--- src/rtl/fetch_pkg.sv ---
// Shared types and constants for the instruction fetch stage.
package fetch_pkg;

  typedef enum logic [2:0] {
    BOOT  = 3'd0,
    FETCH = 3'd1,
    HOLD  = 3'd2,
    DRAIN = 3'd3,
    HALT  = 3'd4
  } fetch_state_e;

  localparam logic        REDIR_BRANCH = 1'b0;
  localparam logic        REDIR_JALR   = 1'b1;
  localparam logic [31:0] NOP_INSTR    = 32'h0000_0013;
  localparam logic [31:0] RESET_PC_DEF = 32'h0000_0000;

endpackage

--- src/rtl/next_pc_calc.sv ---
// Redirect target generation and alignment check.
// FETCH_MISALIGN_TRAP_EN: when undefined, target bits [1:0] are forced to zero here.
module next_pc_calc
  import fetch_pkg::*;
(
  input  logic        redir_sel,
  input  logic [31:0] redir_pc,
  input  logic [31:0] imm_ext,
  input  logic [31:0] alu_target,
  output logic [31:0] target,
  output logic        misaligned
);

  logic [31:0] raw;

  always_comb begin
    raw = (redir_sel == REDIR_JALR) ? (alu_target & ~32'd1) : (redir_pc + imm_ext);
    misaligned = |raw[1:0];
`ifdef FETCH_MISALIGN_TRAP_EN
    target = raw;
`else
    target = {raw[31:2], 2'b00};
`endif
  end

endmodule

--- src/rtl/fetch_unit.sv ---
// RISC-V fetch stage: PC, one-outstanding imem interface, valid/ready to decode.
// FETCH_MISALIGN_TRAP_EN: misaligned redirect targets set misalign_fault and halt fetch.
module fetch_unit
  import fetch_pkg::*;
#(
  parameter logic [31:0] RESET_PC = RESET_PC_DEF
) (
  input  logic        clk,
  input  logic        rst,
  output logic        imem_req,
  output logic [31:0] imem_addr,
  input  logic        imem_rvalid,
  input  logic [31:0] imem_rdata,
  output logic        instr_valid,
  input  logic        instr_ready,
  output logic [31:0] instr,
  output logic [31:0] pc,
  output logic [31:0] pc_plus4,
  input  logic        redir_valid,
  input  logic        redir_sel,
  input  logic [31:0] redir_pc,
  input  logic [31:0] ImmExt,
  input  logic [31:0] alu_target,
  output logic        misalign_fault
);

  fetch_state_e state_q, state_d;
  logic [31:0]  fetch_pc_q, fetch_pc_d;
  logic [31:0]  instr_q, instr_d;
  logic [31:0]  pc_q, pc_d;
  logic [31:0]  redir_tgt;
  logic         tgt_misaligned;
  logic         redir_act;

  next_pc_calc u_next_pc (
    .redir_sel  (redir_sel),
    .redir_pc   (redir_pc),
    .imm_ext    (ImmExt),
    .alu_target (alu_target),
    .target     (redir_tgt),
    .misaligned (tgt_misaligned)
  );

  always_comb begin
    state_d    = state_q;
    fetch_pc_d = fetch_pc_q;
    instr_d    = instr_q;
    pc_d       = pc_q;
    redir_act  = redir_valid && (state_q inside {FETCH, HOLD, DRAIN});
    unique case (state_q)
      BOOT:  state_d = FETCH;
      FETCH: begin
        if (redir_valid) begin
          // A response in the redirect cycle is dropped; otherwise it is still in flight.
          state_d = imem_rvalid ? FETCH : DRAIN;
        end else if (imem_rvalid) begin
          instr_d = imem_rdata;
          pc_d    = fetch_pc_q;
          state_d = HOLD;
        end
      end
      HOLD: begin
        if (redir_valid)      state_d = FETCH;
        else if (instr_ready) begin
          fetch_pc_d = pc_q + 32'd4;
          state_d    = FETCH;
        end
      end
      DRAIN: if (imem_rvalid) state_d = FETCH;
`ifdef FETCH_MISALIGN_TRAP_EN
      HALT:  state_d = HALT;
`endif
      default: state_d = BOOT;
    endcase
    // fetch_pc doubles as the latched target while draining; no request is up then.
    if (redir_act) begin
`ifdef FETCH_MISALIGN_TRAP_EN
      if (tgt_misaligned) state_d = HALT;
      else
`endif
      fetch_pc_d = redir_tgt;
    end
  end

  always_ff @(posedge clk or posedge rst) begin
    if (rst) begin
      state_q    <= BOOT;
      fetch_pc_q <= RESET_PC;
      instr_q    <= NOP_INSTR;
      pc_q       <= RESET_PC;
    end else begin
      state_q    <= state_d;
      fetch_pc_q <= fetch_pc_d;
      instr_q    <= instr_d;
      pc_q       <= pc_d;
    end
  end

`ifdef FETCH_MISALIGN_TRAP_EN
  logic fault_q, fault_d;
  assign fault_d = fault_q | (state_d == HALT);
  always_ff @(posedge clk or posedge rst) begin
    if (rst) fault_q <= 1'b0;
    else     fault_q <= fault_d;
  end
  assign misalign_fault = fault_q;
`else
  logic unused_misalign;
  assign unused_misalign = tgt_misaligned;
  assign misalign_fault  = 1'b0;
`endif

  assign imem_req    = (state_q == FETCH);
  assign instr_valid = (state_q == HOLD);
  assign imem_addr   = fetch_pc_q;
  assign instr       = instr_q;
  assign pc          = pc_q;
  assign pc_plus4    = pc_q + 32'd4;

endmodule

--- config.mk ---
export PLATFORM = sky130hd
export DESIGN_NAME = fetch_unit
export DESIGN_NICKNAME = d
export VERILOG_FILES = /design/src/rtl/fetch_pkg.sv /design/src/rtl/next_pc_calc.sv /design/src/rtl/fetch_unit.sv
export SDC_FILE = /design/constraint.sdc
export NUM_CORES = 1
export LEC_CHECK = 0
export BUFFER_PORTS_ARGS = -buffer_cell sky130_fd_sc_hd__clkbuf_2
export CAP_MARGIN = 20
export CORE_MARGIN = 4
export CORE_UTILIZATION = 40
export DETAILED_ROUTE_END_ITERATION = 7
export PLACE_DENSITY = 0.68
export SYNTH_ARGS = -nofsm -noshare
export SYNTH_HDL_FRONTEND = slang
export SYNTH_HIERARCHICAL = 1
export SYNTH_SLANG_ARGS = --single-unit
--- constraint.sdc ---
create_clock -name clk -period 3.2 [get_ports clk]
set_input_delay 0 -clock clk [delete_from_list [all_inputs] [get_ports clk]]
set_output_delay 0 -clock clk [all_outputs]
set_load 0.05 [all_outputs]
==> qor.yml, run 1 <==
timing:
  fin_crit_ns: 2.75
  fmax_mhz: 364
  timing.final.ws_setup_ns: 0.451
  tns_ns: 0
  worstMarginPinSlew_ns: 0.928
  setup_viol: 0
  rsz0062_at_grt: "no"
  slew_violations: 0
  hold_viol: 0
  fin_crit_sh_pct: 85.9
  slew_headroom_pct: 38.1
  clock_skew_ns: 0.00975
die:
  fp.dieArea_um2: 19000
  num_io_pins: 265
  die_h_um: 138
  rows: 47
  die_w_um: 138
  initial_core_util_pct: 40.8
  core_um2: 16500
power_and_ir_drop:
  power.density_nw_per_um2: 897
  p_switching_mw: 4.41
  p_int_mw: 3.58
  p_clk_share_pct: 14.4
  swShare_pct: 55.2
  leakage_nw: 4.23
  sequentialPowerShare_pct: 27.6
  vdd_drop_max_mv: 0.588
  p_comb_share_pct: 57.9
place:
  placed_cells: 1171
  dp_hpwl_um: 16600
  io_buffers: 261
  dpl_cell_area_um2: 8250
  gp_congestion: 0.912
  dp_slack_ns: 0.513
worst_setup_path:
  critPathMaxFanout: 7
  cp.arrival_ns: 2.75
  r2r_start: "pc[2]"
  regToRegSetupSlack_ns: 0.89
  r2r_end: "imem_addr[20]"
  cp-end-kind: "primary output"
  rr_worst_depth: 6
  crit_required_ns: 3.20
  crit_path_start_kind: "flop"
  crit_type: "flop to primary output"
final_layout:
  fin_area_um2: 8900
  fin_cells: 1221
  diodes: 0
  multi_input_area_um2: 4060
  fill_cells: 1543
  fin_nets: 1163
  drive_gt1_share_pct: 36.7
  regArea_um2: 2460
  fin_util_pct: 53.9
  area_growth_pct: 32.1
grt:
  grt_pass1_vias: 6206
  grt_pass1_wl_um: 32200
  grt-ovfl-total: 0
  antenna_found_initial: 0
  grt_util_all_layers_pct: 21.4
  grt_max_degree: 77
run:
  cap_viol_max_count: 0
cts:
  root_buffer: "clkbuf_16"
  cts_max_level: 3
  clk_pin_slew_ns: 0.06
  cts_buffer_depth: 2
  numCtsBuffers: 9
  clock-sinks: 98
  tritoncts: "built"
  insertion_delay_ns: 0.34
run_status:
  run_status: "finished clean"
routing:
  wl_met3_um: 1820
  topRoutingLayerUsed: "met4"
  drtIter0Drc: 311
  avgRoutedWirePerCell_um: 17.4
  vias_per_cell: 5.25
  ant_nets: 0
  met1_length_um: 8820
  drtPass1Iterations: 4
  wirelength_um: 21200
  num_vias: 6412
  wl_met2_um: 10100
  drc_errors: 0
worst_hold_path:
  hp-class: "primary input to flop"
  hold_end: "state_q[0]"
  holdPathStages: 3
  hp-start: "instr_ready"
synthesis:
  synth_cells: 718
  mappedNetlistArea_um2: 6740
  synth.avg_cell_area_um2: 9.39
  yosysWarnings: 6
==> layout make-up <==
cell class                 instances  share of cell area [%]
timing repair buffer             304                    19.5
sequential                        98                    27.6
inverter                          16                   0.703
clock buffer                      13                    2.81
tap                              220                    3.09
clock inverter                     3                   0.731
multi-input combinational        567                    45.5
==> what timing repair did <==
item | CTS | global route
endpoints found under the hold margin | 105 | 0
gates resized for setup | 0 | 0
buffers inserted | 0 | 0
hold buffers | 34 | 0
==> flip-flops by register name (all words and copies together), names as in the netlist <==
name       flops
state_q        2
pc            32
imem_addr     32
instr         32
==> power groups by stage <==
stage | clock network [mW] | logic [mW] | registers (mW)
6_report | 1.15 | 4.63 | 2.21
2_1_floorplan | 0 | 1.98 | 3.66
3_3_place_gp | 0 | 4.58 | 2.21
4_1_cts | 1.18 | 4.65 | 2.20
5_1_grt | 1.23 | 4.87 | 2.29
3_5_place_dp | 0 | 4.61 | 2.23
==> worst max-delay path: stages (launching register included) <==
cell      delay [ns]
dfrtp_1         0.47
ha_1            0.22
nand3_1         0.27
nor4_4          0.59
nand3_1         0.16
xnor2_1         0.34
clkbuf_2        0.35
==> cell usage in the layout (no fill, tap or decap), types with 17 or more instances in the layout <==
cell type and count:
xnor2_1 37, xor2_1 17, nor2_1 37, dfrtp_1 95
clkbuf_2 261, nand3_1 22, dlygate4sd3_1 34, nand4_1 17
nand2_1 90, mux2_2 51, o21ai_0 55, a22o_1 17
ha_1 32, a21oi_1 32
==> metrics by stage <==
step	hold WS, ns	total power [mW]
final	0.0269	7.99
after global routing	0.0285	8.38
after CTS	0.0216	8.04
after detailed placement	0.223	6.83
after global placement	0.218	6.79
after floorplan	0.135	5.64
==> per-layer routing <==
metal	GRT usage, %	vias to the layer above
met1	26.6	2973
met3	4.20	31
met2	37.1	244
met4	7.46	0
met5	0	-
li1	-	3164
==> worst max path at each step <==
stage	start	end	slack (ns)	depth (start not counted)
global route	pc[2]	pc_plus4[20]	0.30	6
finish	pc[2]	pc_plus4[20]	0.45	6
detailed placement	redir_pc[4]	imem_addr[27]	0.51	11
global placement	redir_pc[4]	imem_addr[27]	0.61	11
floorplan	pc[2]	imem_addr[28]	0.23	6
CTS	pc[2]	pc_plus4[20]	0.46	6
Power figures use the tool's default switching activity.
==> run 2, diff against run 1 <==
--- a/config.mk
+++ b/config.mk
@@ -11,6 +11,7 @@
 export CORE_UTILIZATION = 40
 export DETAILED_ROUTE_END_ITERATION = 7
 export PLACE_DENSITY = 0.68
+export RECOVER_POWER = 100
 export SYNTH_ARGS = -nofsm -noshare
 export SYNTH_HDL_FRONTEND = slang
 export SYNTH_HIERARCHICAL = 1
==> qor.yml, run 2 (synthesized netlist as in run 1, its figures left out) <==
grt:
  grt_util_all_layers_pct: 21.4
  grt_pass1_vias: 6206
  grt_max_degree: 77
  grt-ovfl-total: 0
  grt_pass1_wl_um: 32200
  antenna_found_initial: 0
cts:
  numCtsBuffers: 9
  cts_max_level: 3
  hold_buffers: 34
  root_buffer: "clkbuf_16"
  tritoncts: "built"
  clk_pin_slew_ns: 0.06
  cts_buffer_depth: 2
  post_cts_buffers: 0
  insertion_delay_ns: 0.34
  cts_resized: 0
  clock-sinks: 98
routing:
  wl_met2_um: 10300
  ant_nets: 0
  avgRoutedWirePerCell_um: 17.5
  wirelength_um: 21400
  drc_errors: 0
  vias_per_cell: 5.26
  topRoutingLayerUsed: "met4"
  drtIter0Drc: 297
  drtPass1Iterations: 5
  met1_length_um: 8960
  num_vias: 6427
  wl_met3_um: 1710
worst_setup_path:
  crit_path_start_kind: "flop"
  cp-end-kind: "primary output"
  cp.buffers_inverters: 1
  r2r_start: "state_q[0]"
  cp.arrival_ns: 2.87
  critical-path-slowest-cell: "nor4_4"
  crit_path_start: "pc[2]"
  cp_common_cell: "nand3_1"
  cp_slowest_stage_delay_ns: 0.59
  crit_type: "flop to primary output"
  worstPathCellList: "ha_1, nand3_1, nor4_4, nand3_1, xnor2_1, clkbuf_1"
  crit_required_ns: 3.20
  cp_top_family: "simple AND/OR/NAND/NOR gates"
  critPathMaxFanout: 7
worst_hold_path:
  hp-start: "instr_ready"
  hp-class: "primary input to flop"
timing:
  timing.final.ws_setup_ns: 0.328
  hold_viol: 0
  rsz0062_at_grt: "no"
  worstMarginPinSlew_ns: 1.56
  setup_viol: 0
  tns_ns: 0
  hold-worst-slack_ns: 0.0284
  slew_headroom_pct: -4.11
  clock_skew_ns: 0.00952
  fin_crit_sh_pct: 89.8
  fin_crit_ns: 2.87
  slew_violations: 77
  fmax_mhz: 348
final_layout:
  area_growth_pct: 28.9
  diodes: 0
  fin_nets: 1163
  final_cell_mix: "clkbuf_1, clkbuf_2, dfrtp_1"
  drive_gt1_share_pct: 23.1
  fin_util_pct: 52.6
power_and_ir_drop:
  swShare_pct: 56.4
  p_int_mw: 3.41
  p_clk_share_pct: 14.8
  vdd_drop_max_mv: 0.584
  power.density_nw_per_um2: 900
  p_switching_mw: 4.41
  leakage_nw: 3.81
  sequentialPowerShare_pct: 28.2
  p_comb_share_pct: 57.0
place:
  io_buffers: 261
  gp_congestion: 0.912
  dp_hpwl_um: 16600
  dp_slack_ns: 0.513
run:
  cap_viol_max_count: 1
die:
  num_io_pins: 265
  core_um2: 16500
  fp.dieArea_um2: 19000
  rows: 47
  die_h_um: 138
  die_w_um: 138
  initial_core_util_pct: 40.8
run_status:
  violations: "max-capacitance violations, max-slew violations"
  run_status: "complete, but fails checks"
run 2: final cells by class:
cell class	instances	area [um^2]
inverter	16	60.1
multi-input combinational	567	4030
sequential	98	2460
timing repair buffer	304	1550
clock buffer	13	250
fill	1637	7840
tap	220	275
clock inverter	3	65.1
run 2: worst paths after layout:
kind,to,depth (start not counted),slack [ns]
setup reg to reg,instr[11],5,0.60
max in group asynchronous,imem_addr[10],4,1.20
hold / removal,state_q[0],3,0.03
hold reg to reg,instr[2],1,0.49
min in group asynchronous,instr[20],3,0.68
setup / recovery,pc_plus4[22],6,0.33
run 2: per-layer routing:
| metal | vias up | GRT usage, % |
|---|---|---|
| met2 | 228 | 37.1 |
| met4 | 0 | 7.46 |
| li1 | 3166 | - |
| met3 | 32 | 4.20 |
| met1 | 3001 | 26.6 |
| met5 | - | 0 |
run 2: worst register-to-register path, cell delays in order (launching register included):
cell      delay, ns
dfrtp_1        0.52
nor2b_1        0.24
nand2_1        0.13
nor2_4         0.44
clkbuf_2       0.71
mux2_2         0.44
run 2: power groups by stage:
stage | clock [mW] | sequential, mW | combinational [mW]
final | 1.15 | 2.20 | 4.45
after detailed placement | 0 | 2.23 | 4.61
after global routing | 1.23 | 2.29 | 4.69
after CTS | 1.18 | 2.20 | 4.65
after global placement | 0 | 2.21 | 4.58
after floorplan | 0 | 3.66 | 1.98
run 2: per-stage QoR:
stage / area, um^2 / total power, mW / cells
final: 8680 / 7.81 / 1221
after global routing: 8680 / 8.20 / 1221
after CTS: 8900 / 8.04 / 1221
after detailed placement: 8250 / 6.83 / 1171
after global placement: 8250 / 6.79 / 1171
after floorplan: 6740 / 5.64 / 719
==> run 3, diff against run 2 <==
==> constraint.sdc (replaced) <==
create_clock -name clk -period 3.6 [get_ports clk]
set_input_delay 0 -clock clk [delete_from_list [all_inputs] [get_ports clk]]
set_output_delay 0 -clock clk [all_outputs]
set_load 0.05 [all_outputs]
==> qor.yml, run 3 (synthesized netlist as in run 1, its figures left out) <==
run_status:
  run_status: "complete, but fails checks"
  violations: "max-capacitance violations, max-slew violations"
final_layout:
  fin_nets: 1164
  drive_gt1_share_pct: 23.7
  area_growth_pct: 28.9
  fin_cells: 1222
  final_common_cell: "clkbuf_2"
  final_cell_mix: "clkbuf_2, clkbuf_1, dfrtp_1"
  diodes: 0
  fin_util_pct: 52.6
die:
  rows: 47
  num_io_pins: 265
  die_w_um: 138
  core_um2: 16500
  die_h_um: 138
  fp.dieArea_um2: 19000
  initial_core_util_pct: 40.8
worst_hold_path:
  hp-class: "primary input to flop"
  hold_end: "state_q[0]"
  holdPathStages: 2
  hp-start: "redir_valid"
power_and_ir_drop:
  leakage_nw: 3.80
  power.density_nw_per_um2: 795
  vdd_drop_max_mv: 0.472
worst_setup_path:
  cp-end-kind: "primary output"
  critical-path-slowest-cell: "nor4_2"
  crit_path_start_kind: "flop"
  regToRegSetupSlack_ns: 0.84
  r2r_end: "imem_addr[21]"
  cp_slowest_stage_delay_ns: 0.89
  rr_worst_depth: 5
  cp_top_family: "simple AND/OR/NAND/NOR gates"
  critPathMaxFanout: 8
  r2r_start: "state_q[0]"
  crit_required_ns: 3.60
  crit_type: "flop to primary output"
  cp.depth: 5
  cp.arrival_ns: 3.01
  cp.buffers_inverters: 1
  worstPathCellList: "nand4_4, nor4_2, nand4_1, xnor2_1, clkbuf_1"
grt:
  grt_max_degree: 76
  grt_pass1_wl_um: 32300
  grt-ovfl-total: 0
  grt_util_all_layers_pct: 21.4
  grt_pass1_vias: 6277
  antenna_found_initial: 0
cts:
  cts_max_level: 3
  insertion_delay_ns: 0.34
  post_cts_buffers: 0
  tritoncts: "built"
  root_buffer: "clkbuf_16"
  clk_pin_slew_ns: 0.07
  numCtsBuffers: 9
  cts_buffer_depth: 2
  clock-sinks: 98
routing:
  drtIter0Drc: 312
  ant_nets: 0
  num_vias: 6471
  vias_per_cell: 5.30
  avgRoutedWirePerCell_um: 17.6
  drtPass1Iterations: 5
  wirelength_um: 21500
  drc_errors: 0
place:
  io_buffers: 261
  dp_hpwl_um: 16400
  placed_cells: 1172
  gp_congestion: 0.921
timing:
  rsz0062_at_grt: "no"
  worstMarginPinSlew_ns: 1.53
  slew_violations: 11
  fin_crit_sh_pct: 83.7
  clock_skew_ns: 0.00775
  setup_viol: 0
  hold_viol: 0
  fmax_mhz: 332
  fin_crit_ns: 3.01
  hold-worst-slack_ns: 0.0305
  tns_ns: 0
  slew_headroom_pct: -3.25
run:
  cap_viol_max_count: 1
run 3: how the worst max path moves through the flow:
stage                     slack [ns]   startpoint             to
after floorplan                 0.63        pc[2]  imem_addr[28]
after global placement          0.97  redir_pc[4]  imem_addr[31]
after detailed placement        0.93  redir_pc[9]  imem_addr[31]
after CTS                       0.80        pc[2]   pc_plus4[20]
after global routing            0.41        pc[6]   pc_plus4[23]
final                           0.59        pc[6]   pc_plus4[23]
run 3: cell type report:
cell class / instances / area (um^2)
multi-input combinational: 567 / 4040
fill: 1608 / 7840
tap: 220 / 275
sequential: 98 / 2460
clock buffer: 10 / 239
clock inverter: 6 / 65.1
timing repair buffer: 305 / 1540
inverter: 16 / 62.6
run 3: routing by layer:
layer | wire [um] | GRT usage [%] | vias to the layer above
li1 | - | - | 3173
met1 | 9140 | 26.7 | 3056
met2 | 10300 | 37.8 | 220
met3 | 1720 | 4.60 | 22
met4 | 381 | 5.16 | 0
met5 | 0 | 0 | -
run 3: power by group:
part / leakage [nW] / internal, mW / switching [mW]
clock network: 0.149 / 0.559 / 0.414
logic: 2.48 / 0.903 / 3.07
registers: 1.17 / 1.50 / 0.463
total: 3.80 / 2.96 / 3.94
run 3: worst reg2reg max path, stage by stage, from the launching register on:
cell	delay (ns)
dfrtp_1	0.47
o21ai_0	1.20
clkbuf_1	0.53
buf_4	0.30
nand4_1	0.11
nand3_1	0.09
run 3: through the flow:
stage / area [um^2] / power (mW) / worst slack (ns)
2_1_floorplan: 6740 / 5.01 / 0.631
3_3_place_gp: 8230 / 6.03 / 0.970
3_5_place_dp: 8230 / 6.07 / 0.928
4_1_cts: 8870 / 7.09 / 0.801
5_1_grt: 8680 / 7.25 / 0.414
6_report: 8680 / 6.91 / 0.588
run 3: what timing repair did:
| item | 4_1_cts | 5_1_grt |
|---|---|---|
| resized for setup | 0 | 0 |
| endpoints found under the hold margin | 104 | 0 |
| endpoints found under the setup margin | 0 | 0 |
| hold buffers | 34 | 0 |
